## config.mk

```make
export PLATFORM = sky130hd
export DESIGN_NAME = pause_access_ctl
export DESIGN_NICKNAME = d
export VERILOG_FILES = /design/src/rtl/pause_pkg.sv /design/src/rtl/pause_access_ctl.sv
export SDC_FILE = /design/constraint.sdc
export NUM_CORES = 1
export LEC_CHECK = 0
export BUFFER_PORTS_ARGS = -buffer_cell sky130_fd_sc_hd__buf_2
export CAP_MARGIN = 20
export CORE_AREA = 4 4 76 50
export DETAILED_ROUTE_END_ITERATION = 7
export DIE_AREA = 0 0 80 54
export GPL_ROUTABILITY_DRIVEN = 0
export REMOVE_ABC_BUFFERS = 1
export SYNTH_ARGS = -nofsm -noshare
export SYNTH_HDL_FRONTEND = slang
export SYNTH_SLANG_ARGS = --single-unit
```

## constraint.sdc

```tcl
create_clock -name clk_sys -period 5.6 [get_ports clk_sys]
set_input_delay 1.12 -clock clk_sys [delete_from_list [all_inputs] [get_ports clk_sys]]
set_output_delay 1.12 -clock clk_sys [all_outputs]
set_load 0.02 [all_outputs]
```

## src/rtl/pause_pkg.sv

```systemverilog
// Shared definitions for the pause subsystem: access-controller state encoding,
// default timing constants and pause option indices.
package pause_pkg;

    typedef enum logic [2:0] {
        ST_IDLE     = 3'd0,
        ST_REQ      = 3'd1,
        ST_SETTLE   = 3'd2,
        ST_GRANT    = 3'd3,
        ST_RELEASE  = 3'd4,
        ST_COOLDOWN = 3'd5
    } pac_state_t;

    localparam int DEF_SETTLE_CYCLES   = 16;
    localparam int DEF_TIMEOUT_CYCLES  = 1024;
    localparam int DEF_COOLDOWN_CYCLES = 64;

    // Bit positions inside the pause option word
    localparam int PAUSE_OPT_DIM     = 0;
    localparam int PAUSE_OPT_OSD     = 1;
    localparam int PAUSE_OPT_HISCORE = 2;

    function automatic int max3(input int a, input int b, input int c);
        int m;
        m = (a > b) ? a : b;
        return (m > c) ? m : c;
    endfunction

endpackage

```

## src/rtl/pause_access_ctl.sv

```systemverilog
// Initiator side of the pause handshake: requests a CPU pause, waits for it to
// settle, then grants a client exclusive access to CPU-side RAM.
module pause_access_ctl
    import pause_pkg::*;
#(
    parameter int SETTLE_CYCLES   = DEF_SETTLE_CYCLES,
    parameter int TIMEOUT_CYCLES  = DEF_TIMEOUT_CYCLES,
    parameter int COOLDOWN_CYCLES = DEF_COOLDOWN_CYCLES
) (
    input  logic clk_sys,
    input  logic reset,
    input  logic access_req,
    input  logic access_done,
    input  logic pause_cpu,
    output logic pause_request,
    output logic access_grant,
    output logic busy,
    output logic timeout_err,
    output logic abort_err
);

    localparam int CNT_W = $clog2(max3(SETTLE_CYCLES, TIMEOUT_CYCLES, COOLDOWN_CYCLES)) + 1;
    localparam logic [CNT_W-1:0] SETTLE_LAST   = CNT_W'(SETTLE_CYCLES - 1);
    localparam logic [CNT_W-1:0] TIMEOUT_LAST  = CNT_W'(TIMEOUT_CYCLES - 1);
    localparam logic [CNT_W-1:0] COOLDOWN_LAST = CNT_W'(COOLDOWN_CYCLES - 1);

    pac_state_t       state_reg, state_next;
    logic [CNT_W-1:0] cnt_reg, cnt_next, cnt_inc;
    logic             pause_request_reg, pause_request_next;
    logic             access_grant_reg, access_grant_next;
    logic             busy_reg, busy_next;
    logic             timeout_err_reg, timeout_err_next;
    logic             abort_err_reg, abort_err_next;

    // Saturating increment; the counter never wraps back to zero
    assign cnt_inc = (cnt_reg == {CNT_W{1'b1}}) ? cnt_reg : cnt_reg + CNT_W'(1);

    always_ff @(posedge clk_sys) begin
        if (reset) begin
            state_reg         <= ST_IDLE;
            cnt_reg           <= '0;
            pause_request_reg <= 1'b0;
            access_grant_reg  <= 1'b0;
            busy_reg          <= 1'b0;
            timeout_err_reg   <= 1'b0;
            abort_err_reg     <= 1'b0;
        end else begin
            state_reg         <= state_next;
            cnt_reg           <= cnt_next;
            pause_request_reg <= pause_request_next;
            access_grant_reg  <= access_grant_next;
            busy_reg          <= busy_next;
            timeout_err_reg   <= timeout_err_next;
            abort_err_reg     <= abort_err_next;
        end
    end

    always_comb begin
        state_next         = state_reg;
        cnt_next           = cnt_reg;
        pause_request_next = pause_request_reg;
        access_grant_next  = access_grant_reg;
        timeout_err_next   = 1'b0;
        abort_err_next     = 1'b0;

        case (state_reg)
            ST_IDLE: begin
                cnt_next = '0;
                if (access_req) begin
                    state_next         = ST_REQ;
                    pause_request_next = 1'b1;
                end
            end
            ST_REQ: begin
                if (!access_req) begin
                    state_next         = ST_COOLDOWN;
                    pause_request_next = 1'b0;
                    cnt_next           = '0;
                end else if (pause_cpu) begin
                    state_next = ST_SETTLE;
                    cnt_next   = '0;
                end else if (cnt_reg >= TIMEOUT_LAST) begin
                    state_next         = ST_COOLDOWN;
                    pause_request_next = 1'b0;
                    timeout_err_next   = 1'b1;
                    cnt_next           = '0;
                end else begin
                    cnt_next = cnt_inc;
                end
            end
            ST_SETTLE: begin
                // The acknowledge seen in REQ counts as the first settled cycle
                if (!access_req) begin
                    state_next         = ST_COOLDOWN;
                    pause_request_next = 1'b0;
                    cnt_next           = '0;
                end else if (!pause_cpu) begin
                    cnt_next = '0;
                end else if (cnt_inc >= SETTLE_LAST) begin
                    state_next        = ST_GRANT;
                    access_grant_next = 1'b1;
                    cnt_next          = '0;
                end else begin
                    cnt_next = cnt_inc;
                end
            end
            ST_GRANT: begin
                // Losing the pause outranks a simultaneous access_done
                if (!pause_cpu) begin
                    state_next         = ST_COOLDOWN;
                    access_grant_next  = 1'b0;
                    pause_request_next = 1'b0;
                    abort_err_next     = 1'b1;
                    cnt_next           = '0;
                end else if (access_done) begin
                    state_next         = ST_RELEASE;
                    access_grant_next  = 1'b0;
                    pause_request_next = 1'b0;
                    cnt_next           = '0;
                end
            end
            ST_RELEASE: begin
                state_next = ST_COOLDOWN;
                cnt_next   = '0;
            end
            ST_COOLDOWN: begin
                if (cnt_reg >= COOLDOWN_LAST) begin
                    state_next = ST_IDLE;
                    cnt_next   = '0;
                end else begin
                    cnt_next = cnt_inc;
                end
            end
            default: begin
                state_next         = ST_IDLE;
                cnt_next           = '0;
                pause_request_next = 1'b0;
                access_grant_next  = 1'b0;
            end
        endcase

        busy_next = (state_next != ST_IDLE);
    end

    assign pause_request = pause_request_reg;
    assign access_grant  = access_grant_reg;
    assign busy          = busy_reg;
    assign timeout_err   = timeout_err_reg;
    assign abort_err     = abort_err_reg;

endmodule

```

Yosys cells after proc, flatten, opt, wreduce, memory -nomap -nowiden
Index checks and enable logic that the tools add are counted.
{"block": "totals", "regBits": 19, "output_inout_bits": 5}
{"block": "classes", "addsub": 1, "n_lt_le_gt_ge": 3, "eq_ne": 14, "n_mux": 36, "bitwise_logic": 5, "n_reduce_logical": 8}
{"op": "$mux W11", "count": 10}
{"op": "$pmux W11 S4", "count": 1}
{"op": "$mux W3", "count": 10}
{"op": "$pmux W3 S6", "count": 1}
{"op": "$mux W1", "count": 12}
{"op": "$add A11 B1 Y11 const B", "count": 1}
{"op": "$eq A11 B11 Y1 const B", "count": 1}
{"op": "$ge A11 B10 Y1 const B", "count": 1}
{"op": "$ge A11 B4 Y1 const B", "count": 1}
{"op": "$ge A11 B6 Y1 const B", "count": 1}
{"op": "$ne A2 B2 Y1 const B", "count": 5}
{"op": "$ne A3 B3 Y1 const B", "count": 3}
{"op": "$reduce_or A4 Y1", "count": 2}
{"op": "$eq A3 B2 Y1 const B", "count": 2}
{"op": "$eq A3 B3 Y1 const B", "count": 2}
{"op": "$reduce_and A6 Y1", "count": 1}
{"op": "$not A1 Y1", "count": 5}
{"op": "$pmux W1 S5", "count": 1}
{"op": "$reduce_and A5 Y1", "count": 1}
{"op": "$reduce_or A2 Y1", "count": 2}
{"op": "$eq A3 B1 Y1 const B", "count": 1}
{"op": "$logic_not A3 Y1", "count": 1}
{"op": "$pmux W1 S3", "count": 1}
{"op": "$reduce_bool A3 Y1", "count": 1}

Longest topological paths before layout
Gate-level depths: netlist of run 1.
{"block": "logic_depth", "ltp_word": 8, "ltp_mapped": 9, "ltp_nobuf": 7}

Least setup slack after synthesis of run 1
No wires, ideal clock.
{"block": "synth_path", "kind": "input to register", "start": "input port access_req", "end": "register cnt_reg[5]", "t_arrival_ps": 2404, "required_ps": 5497, "setup_slack_ps": 3092, "stages": 7, "n_path_buf": 1, "path_cell_list": "inv_1 > nor2_1 > nand3_1 > o41ai_2 > buf_2 > o21ai_2 > a2111oi_2"}
{"block": "synth_between", "elab_chain_len": 2}
{"element": "from (decl)", "line_no": "pause_access_ctl.sv:12", "rtl": "input logic access_req,"}
{"element": "$mux W11, on equally long branches", "line_no": "pause_access_ctl.sv:93, pause_access_ctl.sv:75"}
{"element": "$pmux W11 S4 *", "line_no": "pause_access_ctl.sv:66", "rtl": "case (state_reg)"}
{"element": "to (signal assigned)", "line_no": "pause_access_ctl.sv:49", "rtl": "cnt_reg <= cnt_next;"}
{"element": "to (decl)", "line_no": "pause_access_ctl.sv:28", "rtl": "logic [CNT_W-1:0] cnt_reg, cnt_next, cnt_inc;"}
Every way passes the cells marked *; elsewhere a longest branch is shown, timed or not.
A chain may end at the register's enable or synchronous reset.

Worst setup path after layout of run 1
{"block": "layout_path", "start": "register cnt_reg[0]", "end": "register cnt_reg[9]"}
{"block": "layout_between", "elab_chain_len": 7}
{"element": "$add A11 B1 Y11 or $eq A11 B11 Y1 (tied branches)", "line_no": "pause_access_ctl.sv:36", "rtl": "assign cnt_inc = (cnt_reg == {CNT_W{1'b1}}) ? cnt_reg : cnt_reg + CNT_W'(1);"}
{"element": "$mux W11", "line_no": "pause_access_ctl.sv:36"}
{"element": "$ge A11 B4 Y1", "line_no": "pause_access_ctl.sv:99", "rtl": "end else if (cnt_inc >= SETTLE_LAST) begin"}
{"element": "$mux W11", "line_no": "pause_access_ctl.sv:99"}
{"element": "$mux W11", "line_no": "pause_access_ctl.sv:97", "rtl": "end else if (!pause_cpu) begin"}
{"element": "$mux W11", "line_no": "pause_access_ctl.sv:93", "rtl": "if (!access_req) begin"}
{"element": "$pmux W11 S4 *", "line_no": "pause_access_ctl.sv:66"}
Marked as above.

==> results of run 1 <==
==> layout by cell type (no fill, tap or decap), types with 2 or more instances in the layout <==
cell type and instances:
o21ai_2 2, o21a_1 2, a21o_1 2, nand2b_1 3, inv_1 11, clkbuf_8 3
a2111oi_2 2, o22ai_1 2, o21ai_0 8, a31oi_1 2, nor2b_1 3, nand2_1 16
dfxtp_1 19, o211ai_1 3, a211oi_1 6, nor2_1 14, buf_2 9, nand4_1 8
and4_1 2, and3_1 4, nor3_1 7, a41oi_1 2, a21oi_1 9, and2_1 3
o2111ai_1 2
==> Yosys cell counts, types with 2 or more instances <==
| master | instances |
|---|---|
| o21ai_0 | 8 |
| and2_1 | 3 |
| nor2b_1 | 3 |
| a21o_1 | 2 |
| o21ai_2 | 2 |
| clkbuf_1 | 6 |
| and4_1 | 2 |
| nor2_1 | 14 |
| a31oi_1 | 2 |
| nand2b_1 | 3 |
| a21oi_1 | 9 |
| nand2_1 | 16 |
| nor3_1 | 7 |
| a41oi_1 | 2 |
| a2111oi_2 | 2 |
| inv_1 | 11 |
| o22ai_1 | 2 |
| o211ai_1 | 3 |
| nand4_1 | 8 |
| and3_1 | 4 |
| dfxtp_1 | 19 |
| a211oi_1 | 6 |
| o21a_1 | 2 |
| buf_2 | 4 |
| o2111ai_1 | 2 |
| buf_6 | 4 |
==> worst max-delay path: cells and delay by family (launching register included) <==
kind | cells | cell delay, ns
adders and majority gates | 1 | 0.31
DFF | 1 | 0.41
and+or+nand+nor | 3 | 0.75
AOI/OAI and AO/OA | 3 | 1.09
==> how the worst max path moves through the flow <==
stage | from | to | cells after the start
after floorplan | access_req | cnt_reg[5] | 6
after global placement | access_req | cnt_reg[2] | 7
after detailed placement | access_req | cnt_reg[9] | 7
after CTS | access_req | cnt_reg[9] | 7
after global routing | cnt_reg[0] | cnt_reg[9] | 7
final | cnt_reg[0] | cnt_reg[9] | 7
==> metrics by stage <==
step	util, %	std cells
6_report	45.0	215
3_3_place_gp	43.3	210
2_1_floorplan	-	156
3_5_place_dp	43.3	210
4_1_cts	44.8	214
5_1_grt	45.0	215
==> cell type report <==
class / instances / area [um2] / share of cell area, %
well taps: 45 / 56.3 / 4.00
inverters: 11 / 41.3 / 2.94
clock buffers: 4 / 45.0 / 3.20
repair buffers: 10 / 52.6 / 3.74
multi-input cells: 126 / 831 / 59.1
flip-flops and latches: 19 / 380 / 27.0
==> kinds of logic after synthesis <==
kind of cell / after synthesis / synth area share [%]
multiplexers: 1 / 0.747
AO/OA/AOI/OAI: 53 / 31.0
AND/OR/NAND/NOR: 70 / 28.7
adder cells (fa/ha/maj): 1 / 0.934
XOR/XNOR: 1 / 0.654
flip-flops: 19 / 28.4
buffers and inverters: 25 / 9.62
==> where the power goes <==
part	total (mW)	switching (mW)	internal (mW)
clock	0.0955	0.0449	0.0506
combinational	0.109	0.0663	0.0432
sequential	0.176	0.0262	0.150
total	0.381	0.137	0.243
==> metal layers <==
metal | part of all wire, % | GRT usage (%)
met3 | 11 | 6.19
met1 | 51 | 26.7
met4 | 1.2 | 3.93
met5 | 0 | 0
met2 | 37 | 22.0
==> metrics.csv, run 1 <==
metric,value,unit
status,"complete, no violations",
hold_path_end,cnt_reg[1],
r2r_end,cnt_reg[9],
setup_viol,0,
numCtsBuffers,3,
cpMaxStageDelayCell,a2111oi_0,
drive_gt1_share,15.3,%
synth_top_area_cell,dfxtp_1,
ys_seq_area_share,28.4,%
synth_cells,170,
post_drt_wl_per_cell,16.0,um
diodes,0,
grt_start_max_net_pins,19,
clockBufferDepth,2,
syn2layout_area_growth,4.95,%
fin_tns_setup,0,ns
min-delay-start,cnt_reg[1],
fin_crit_sh,47.9,%
ys_ff_latch,19,
core-area,0.00312,mm2
antenna_left,0,
io_buffers,9,
crit_type,flip-flop to flip-flop,
synth_area_leaders,"dfxtp_1 28%, nand2_1 4.5%, nor2_1 3.9%, nand4_1 3.7%, a21oi_1 3.4%",
fin_ws,2.92,ns
hpwl,2500,um
ys_warn_count,0,
post-route-min-period,2.68,ns
required,5.73,ns
io_pins,10,
netlist.area_leader.share,28.4,%
start_kind,flip-flop,
cts.sinks,19,
relSlewSlack,29.5,%
p_total,0.381,mW
synth-edff-count,0,
layout.nets,177,
arrival,2.81,ns
finalMaxSlewViolations,0,
grt_usage,17.3,%
worst_pin_slew,1.03,ns
holdPathStages,2,
die_y,54,um
htreeDepth,1,
antenna_found_initial,0,
fin_skew,0.00169,ns
fp.dieArea,0.00432,mm2
grt_pass1_vias,1133,
clk_latency,0.26,ns
p_per_area,271,mW/mm2
grt-ovfl-total,0,
avgViaCountPerCell,6.02,
ir_drop,0.130,mV
r2r_start,cnt_reg[0],
leakage,0.482,nW
path_clk_slew,0.07,ns
root_buffer,clkbuf_8,
first_pass_iters,4,
finish.instance_area,0.00141,mm2
min_path_type,flip-flop to flip-flop,
preCtsSetupSlack,2.34,ns
num_vias,1294,
maxCapViolCount,0,
ff2ff_setup_slack,2.92,ns
rsz0062_at_grt,no,
cp_cell_sequence,ha_1 -> nand2_1 -> a2111oi_0 -> a2111oi_4 -> and4b_4 -> nor3_2 -> a211oi_1,
die_w,80,um
wirelength,3440,um
synth_ff_type,dfxtp_1,
cts_setup_buffers,0,
tritoncts,yes,
fillCellCount,314,
reg2reg_depth,7,
row_count,16,
hold_viol_final,0,
placed_area,0.00135,mm2
cts_hold_buffers,0,
synthArstFlopShare,0,%
end_kind,flip-flop,
drc,0,
largest_reg_flops,11,
initial_core_util,42.9,%
drtIter0Drc,199,
ys_types,50,
cp_max_fo,11,
syn_area_per_cell,7.88,um2
netlist_area,0.00134,mm2
whs,0.517,ns
max_stage_delay,0.89,ns
maxClockFrequency,373,MHz
cts_resized,0,
grt_pass1_wl,5690,um
Note: power is estimated with default switching activity, not from simulation.
==> run 2, diff against run 1 <==
--- a/config.mk
+++ b/config.mk
@@ -5,11 +5,12 @@
 export SDC_FILE = /design/constraint.sdc
 export NUM_CORES = 1
 export LEC_CHECK = 0
+export ABC_AREA = 1
 export BUFFER_PORTS_ARGS = -buffer_cell sky130_fd_sc_hd__buf_2
 export CAP_MARGIN = 20
-export CORE_AREA = 4 4 76 50
+export CORE_AREA = 4 4 79 52
 export DETAILED_ROUTE_END_ITERATION = 7
-export DIE_AREA = 0 0 80 54
+export DIE_AREA = 0 0 83 56
 export GPL_ROUTABILITY_DRIVEN = 0
 export REMOVE_ABC_BUFFERS = 1
 export SYNTH_ARGS = -nofsm -noshare
==> constraint.sdc (replaced) <==
create_clock -name clk_sys -period 2.41 [get_ports clk_sys]
set_input_delay 0.482 -clock clk_sys [delete_from_list [all_inputs] [get_ports clk_sys]]
set_output_delay 0.482 -clock clk_sys [all_outputs]
set_load 0.02 [all_outputs]
==> metrics.csv, run 2 <==
metric,value,unit,change
finish.instance_area,0.00159,mm2,+13%
io_buffers,9,,unchanged
io_pins,10,,unchanged
grt_start_max_net_pins,15,,-4
grt_pass1_vias,1267,,+12%
avgViaCountPerCell,5.28,,-12%
drtIter0Drc,168,,-16%
grt_usage,17.2,%,-0.12 points
finalMaxSlewViolations,0,,unchanged
synthTopCellsByCount,"58 x nand2_1, 31 x inv_1, 23 x nor2_1",,
maxCapViolCount,0,,unchanged
cpMaxStageDelayCell,dfxtp_1,,
tritoncts,yes,,
p_sw_share,33.2,%,-2.9 points
initial_core_util,42.7,%,-0.21 points
antenna_found_initial,0,,unchanged
synth_cells,228,,+34%
hpwl,2950,um,+18%
ys_seq_area_share,25.9,%,-2.5 points
die_y,56,um,+3.7%
numCtsBuffers,3,,unchanged
post_drt_wl_per_cell,13.1,um,-18%
hold_viol_final,0,,unchanged
preCtsSetupSlack,0.459,ns,-1.88 ns
synth_top_area_cell,dfxtp_1,,
netlist_area,0.00147,mm2,+9.8%
cts.sinks,19,,unchanged
netSwitchingPower,0.247,mW,+80%
synthArstFlopShare,0,%,unchanged
critPathBufInv,1,,+1
synth_area_leaders,"dfxtp_1 26%, nand2_1 15%, inv_1 7.9%, nand3_1 6.5%, nor2_1 5.9%",,
synth_ff_type,dfxtp_1,,
fin_tns_setup,0,ns,unchanged
fin_crit_sh,82.1,%,+34 points
grt_pass1_wl,6400,um,+13%
ys_types,34,,-32%
max_stage_delay,0.44,ns,-0.45 ns
placed_area,0.00154,mm2,+14%
drive_gt1_share,19.7,%,+4.5 points
p_total,0.744,mW,+95%
grt-ovfl-total,0,,unchanged
fin_skew,0.00471,ns,+0.00302 ns
clockBufferDepth,2,,unchanged
drc,0,,unchanged
maxClockFrequency,505,MHz,+36%
netlist.area_leader.share,25.9,%,-2.5 points
cts_resized,0,,unchanged
start_kind,flip-flop,,
p_per_area,468,mW/mm2,+73%
internal-power,0.497,mW,+100%
layout.nets,245,,+38%
fin_ws,0.431,ns,-2.49 ns
clk_latency,0.27,ns,about the same
arrival,2.20,ns,-0.61 ns
fillCellCount,364,,+16%
ir_drop,0.277,mV,+110%
diodes,0,,unchanged
core-area,0.00345,mm2,+10%
status,"complete, no violations",,
syn_area_per_cell,6.45,um2,-18%
htreeDepth,1,,unchanged
ys_ff_latch,19,,unchanged
post-route-min-period,1.98,ns,-0.703 ns
worst_pin_slew,0.366,ns,-0.665 ns
cp_cell_sequence,ha_1 -> nand2_4 -> nor2_8 -> nand3_1 -> nand2_1 -> nor2_1 -> inv_2 -> nor2_1 -> o21ai_0 -> o21ai_0 -> nand2_1,,
fp.dieArea,0.00465,mm2,+7.6%
ff_latch_area,380,um2,unchanged
pwr-share-comb,21.4,%,-7.4 points
power_frac_seq,46.0,%,-0.2 points
antenna_left,0,,unchanged
cts_setup_buffers,0,,unchanged
relSlewSlack,75.3,%,+46 points
setup_viol,0,,unchanged
cts_hold_buffers,0,,unchanged
critPathTopFamily,simple AND/OR/NAND/NOR gates,,
die_w,83,um,+3.8%
wirelength,3730,um,+8.3%
syn2layout_area_growth,7.99,%,
final_cell_mix,"58 x nand2_1, 31 x inv_1, 23 x nor2_1",,
leakage,0.727,nW,+51%
path_clk_slew,0.08,ns,about the same
synth.most_common_cell,nand2_1,,
synth-edff-count,0,,unchanged
num_vias,1505,,+16%
ys_warn_count,0,,unchanged
root_buffer,clkbuf_8,,
final_common_cell,nand2_1,,
min_path_type,flip-flop to flip-flop,,
cp_max_fo,8,,-3
whs,0.459,ns,-0.0586 ns
power.clock.fraction,32.5,%,+7.4 points
largest_reg_flops,11,,unchanged
rsz0062_at_grt,no,,
row_count,17,,+1
crit_type,flip-flop to flip-flop,,
required,2.63,ns,-3.10 ns
first_pass_iters,5,,+1
multiInputGateArea,925,um2,+11%
end_kind,flip-flop,,
[run 2: final timing paths]
check / start / end / slack (ns) / cells after the start
setup / recovery: cnt_reg[1] / busy / 0.43 / 11
hold / removal: access_grant / access_grant / 0.46 / 2
setup reg to reg: cnt_reg[1] / busy / 0.43 / 11
hold reg to reg: access_grant / access_grant / 0.46 / 2
[run 2: layer usage]
layer | GRT usage [%] | vias up | part of all wire (%)
met5 | 0 | - | 0
met3 | 4.44 | 2 | 9.9
li1 | - | 765 | -
met4 | 3.73 | 0 | 0.29
met2 | 19.5 | 69 | 35
met1 | 29.5 | 669 | 54
[run 2: worst register-to-register path: stages, from the launching register on]
cell	delay, ns
dfxtp_1	0.44
ha_1	0.27
nand2_4	0.10
nor2_8	0.17
nand3_1	0.10
nand2_1	0.09
nor2_1	0.07
inv_2	0.10
nor2_1	0.05
o21ai_0	0.32
o21ai_0	0.15
nand2_1	0.08
[run 2: logic make-up after synthesis]
logic type / Yosys count / synth area share (%)
simple gates: 141 / 48.6
compound gates: 28 / 12.2
xor+xnor: 2 / 1.19
buf+inv: 37 / 11.3
fa+ha+maj: 1 / 0.850
flops: 19 / 25.9
[run 2: area by class of cell]
cell class	count	share of cell area, %
clock buffer	3	2.60
timing repair buffer	10	3.31
inverter	33	7.80
multi-input combinational	172	58.2
sequential	19	23.9
tap	47	3.70
clock inverter	1	0.472
[run 2: per-stage QoR]
stage / instances / utilization [%]
2_1_floorplan: 224 / -
3_3_place_gp: 281 / 44.7
3_5_place_dp: 281 / 44.7
4_1_cts: 285 / 46.1
5_1_grt: 285 / 46.1
6_report: 285 / 46.1
[run 2: power by group through the flow]
stage          Clock, mW  Combinational (mW)  Sequential (mW)
2_1_floorplan          0              0.0938            0.358
3_5_place_dp           0               0.156            0.350
5_1_grt            0.265               0.178            0.344
4_1_cts            0.251               0.156            0.342
3_3_place_gp           0               0.157            0.349
6_report           0.242               0.160            0.343
==> run 3, diff against run 2 <==
==> constraint.sdc (replaced) <==
create_clock -name clk_sys -period 1.92 [get_ports clk_sys]
set_input_delay 0.384 -clock clk_sys [delete_from_list [all_inputs] [get_ports clk_sys]]
set_output_delay 0.384 -clock clk_sys [all_outputs]
set_load 0.02 [all_outputs]
==> metrics.csv, run 3 (synthesized netlist as in run 2, its figures left out) <==
metric,value,unit,change
fin_ws,0.134,ns,-0.297 ns
hpwl,2980,um,+0.92%
wirelength,3860,um,+3.6%
numCtsBuffers,3,,unchanged
hold_viol_final,0,,unchanged
final_common_cell,nand2_1,,
path_depth,11,,unchanged
drive_gt1_share,24.8,%,+5.0 points
worst_pin_slew,0.366,ns,-0.000405 ns
io_buffers,9,,unchanged
core-area,0.00345,mm2,unchanged
critPathTopFamily,simple AND/OR/NAND/NOR gates,,
fin_tns_setup,0,ns,unchanged
die_w,83,um,unchanged
drc,0,,unchanged
fin_skew,0.00388,ns,-0.000830 ns
fin_crit_sh,93.0,%,+11 points
avgViaCountPerCell,5.08,,-3.8%
p_total,0.932,mW,+25%
end_kind,flip-flop,,
die_y,56,um,unchanged
cp_cell_sequence,ha_2 -> nand2_4 -> nor2_8 -> nand3_1 -> nand2_1 -> nor2_2 -> nand3_1 -> o21a_2 -> nand2_4 -> nand2_2 -> a21oi_2,,
clk_latency,0.27,ns,about the same
min_path_type,input pin to flip-flop,,
multiInputGateArea,935,um2,+1.1%
hold_path_end,cnt_reg[2],,
maxCapViolCount,0,,unchanged
final_cells,293,,+2.8%
grt_start_max_net_pins,13,,-2
syn2layout_area_growth,13.0,%,
io_pins,10,,unchanged
post-route-min-period,1.79,ns,-0.193 ns
ir_drop,0.361,mV,+30%
antenna_found_initial,0,,unchanged
required,2.13,ns,-0.50 ns
relSlewSlack,75.4,%,about the same
clockBufferDepth,2,,unchanged
num_vias,1489,,-1.1%
ff2ff_setup_slack,0.13,ns,-0.30 ns
antenna_left,0,,unchanged
crit_type,flip-flop to flip-flop,,
htreeDepth,1,,unchanged
layout.nets,253,,+3.3%
grt-ovfl-total,0,,unchanged
cts.sinks,19,,unchanged
r2r_end,cnt_reg[9],,
row_count,17,,unchanged
initial_core_util,42.7,%,unchanged
root_buffer,clkbuf_8,,
max_stage_delay,0.32,ns,-0.12 ns
ff_latch_area,384,um2,+0.99%
arrival,1.99,ns,-0.21 ns
fillCellCount,352,,-3.3%
min-delay-start,reset,,
fin_util,48.3,%,+2.1 points
grt_pass1_vias,1239,,-2.2%
p_per_area,560,mW/mm2,+20%
leakage,0.764,nW,+5.1%
path_clk_slew,0.08,ns,about the same
setup_viol,0,,unchanged
r2r_start,cnt_reg[0],,
preCtsSetupSlack,0.0878,ns,-0.372 ns
placed_area,0.00158,mm2,+2.4%
dp_cells,286,,+1.8%
drtIter0Drc,132,,-21%
first_pass_iters,4,,-1
grt_usage,16.6,%,-0.57 points
maxClockFrequency,560,MHz,+11%
post_drt_wl_per_cell,13.2,um,+0.76%
critPathBufInv,0,,-1
largest_reg_flops,11,,unchanged
cpMaxStageDelayCell,dfxtp_1,,
whs,0.415,ns,-0.0435 ns
finalMaxSlewViolations,0,,unchanged
reg2reg_depth,11,,unchanged
fp.dieArea,0.00465,mm2,unchanged
status,"complete, no violations",,
start_kind,flip-flop,,
cp_max_fo,8,,unchanged
final_cell_mix,"58 x nand2_1, 31 x inv_1, 22 x nor2_1",,
finish.instance_area,0.00166,mm2,+4.6%
tritoncts,yes,,
holdPathStages,2,,unchanged
grt_pass1_wl,6160,um,-3.8%
diodes,0,,unchanged
-- run 3: cell types whose count changed in the layout (fill, tap and decap cells not counted), sizes merged --
| cell | before | now |
|---|---|---|
| buf | 10 | 18 |
-- run 3: area by class of cell --
class / instances / share of cell area [%]
multi-input cells: 172 / 56.2
clock buffers: 3 / 2.48
flip-flops and latches: 19 / 23.1
repair buffers: 18 / 6.77
well taps: 47 / 3.54
inverters: 33 / 7.45
clock inverters: 1 / 0.451
-- run 3: what timing repair did --
action | in CTS | in global routing
gates resized for setup | 0 | 7
hold buffers | 0 | 0
buffers inserted | 0 | 3
endpoints found under the setup margin | 0 | 10
-- run 3: report_power, final --
group | switching, mW | internal, mW
registers | 0.0130 | 0.415
clock network | 0.153 | 0.147
logic | 0.139 | 0.0649
-- run 3: metal layers --
metal,track usage (%),routed length [um]
met5,0,0
met4,5.59,55
met3,3.85,454
met2,19.5,1380
met1,27.5,1980
-- run 3: worst register-to-register path: cells and delay by family, from the launching register on --
kind | cells | cell delay, ns
AOI/OAI and AO/OA | 2 | 0.36
DFF | 1 | 0.32
adders and majority gates | 1 | 0.21
and+or+nand+nor | 8 | 0.85
-- run 3: how the worst max path moves through the flow --
stage          slack (ns)        from         end
5_1_grt            -0.004  cnt_reg[4]        busy
4_1_cts              0.07  cnt_reg[0]  cnt_reg[7]
2_1_floorplan        0.20  cnt_reg[1]  cnt_reg[2]
3_5_place_dp         0.09  cnt_reg[0]  cnt_reg[7]
3_3_place_gp         0.09  cnt_reg[0]  cnt_reg[1]
6_report             0.13  cnt_reg[0]  cnt_reg[9]
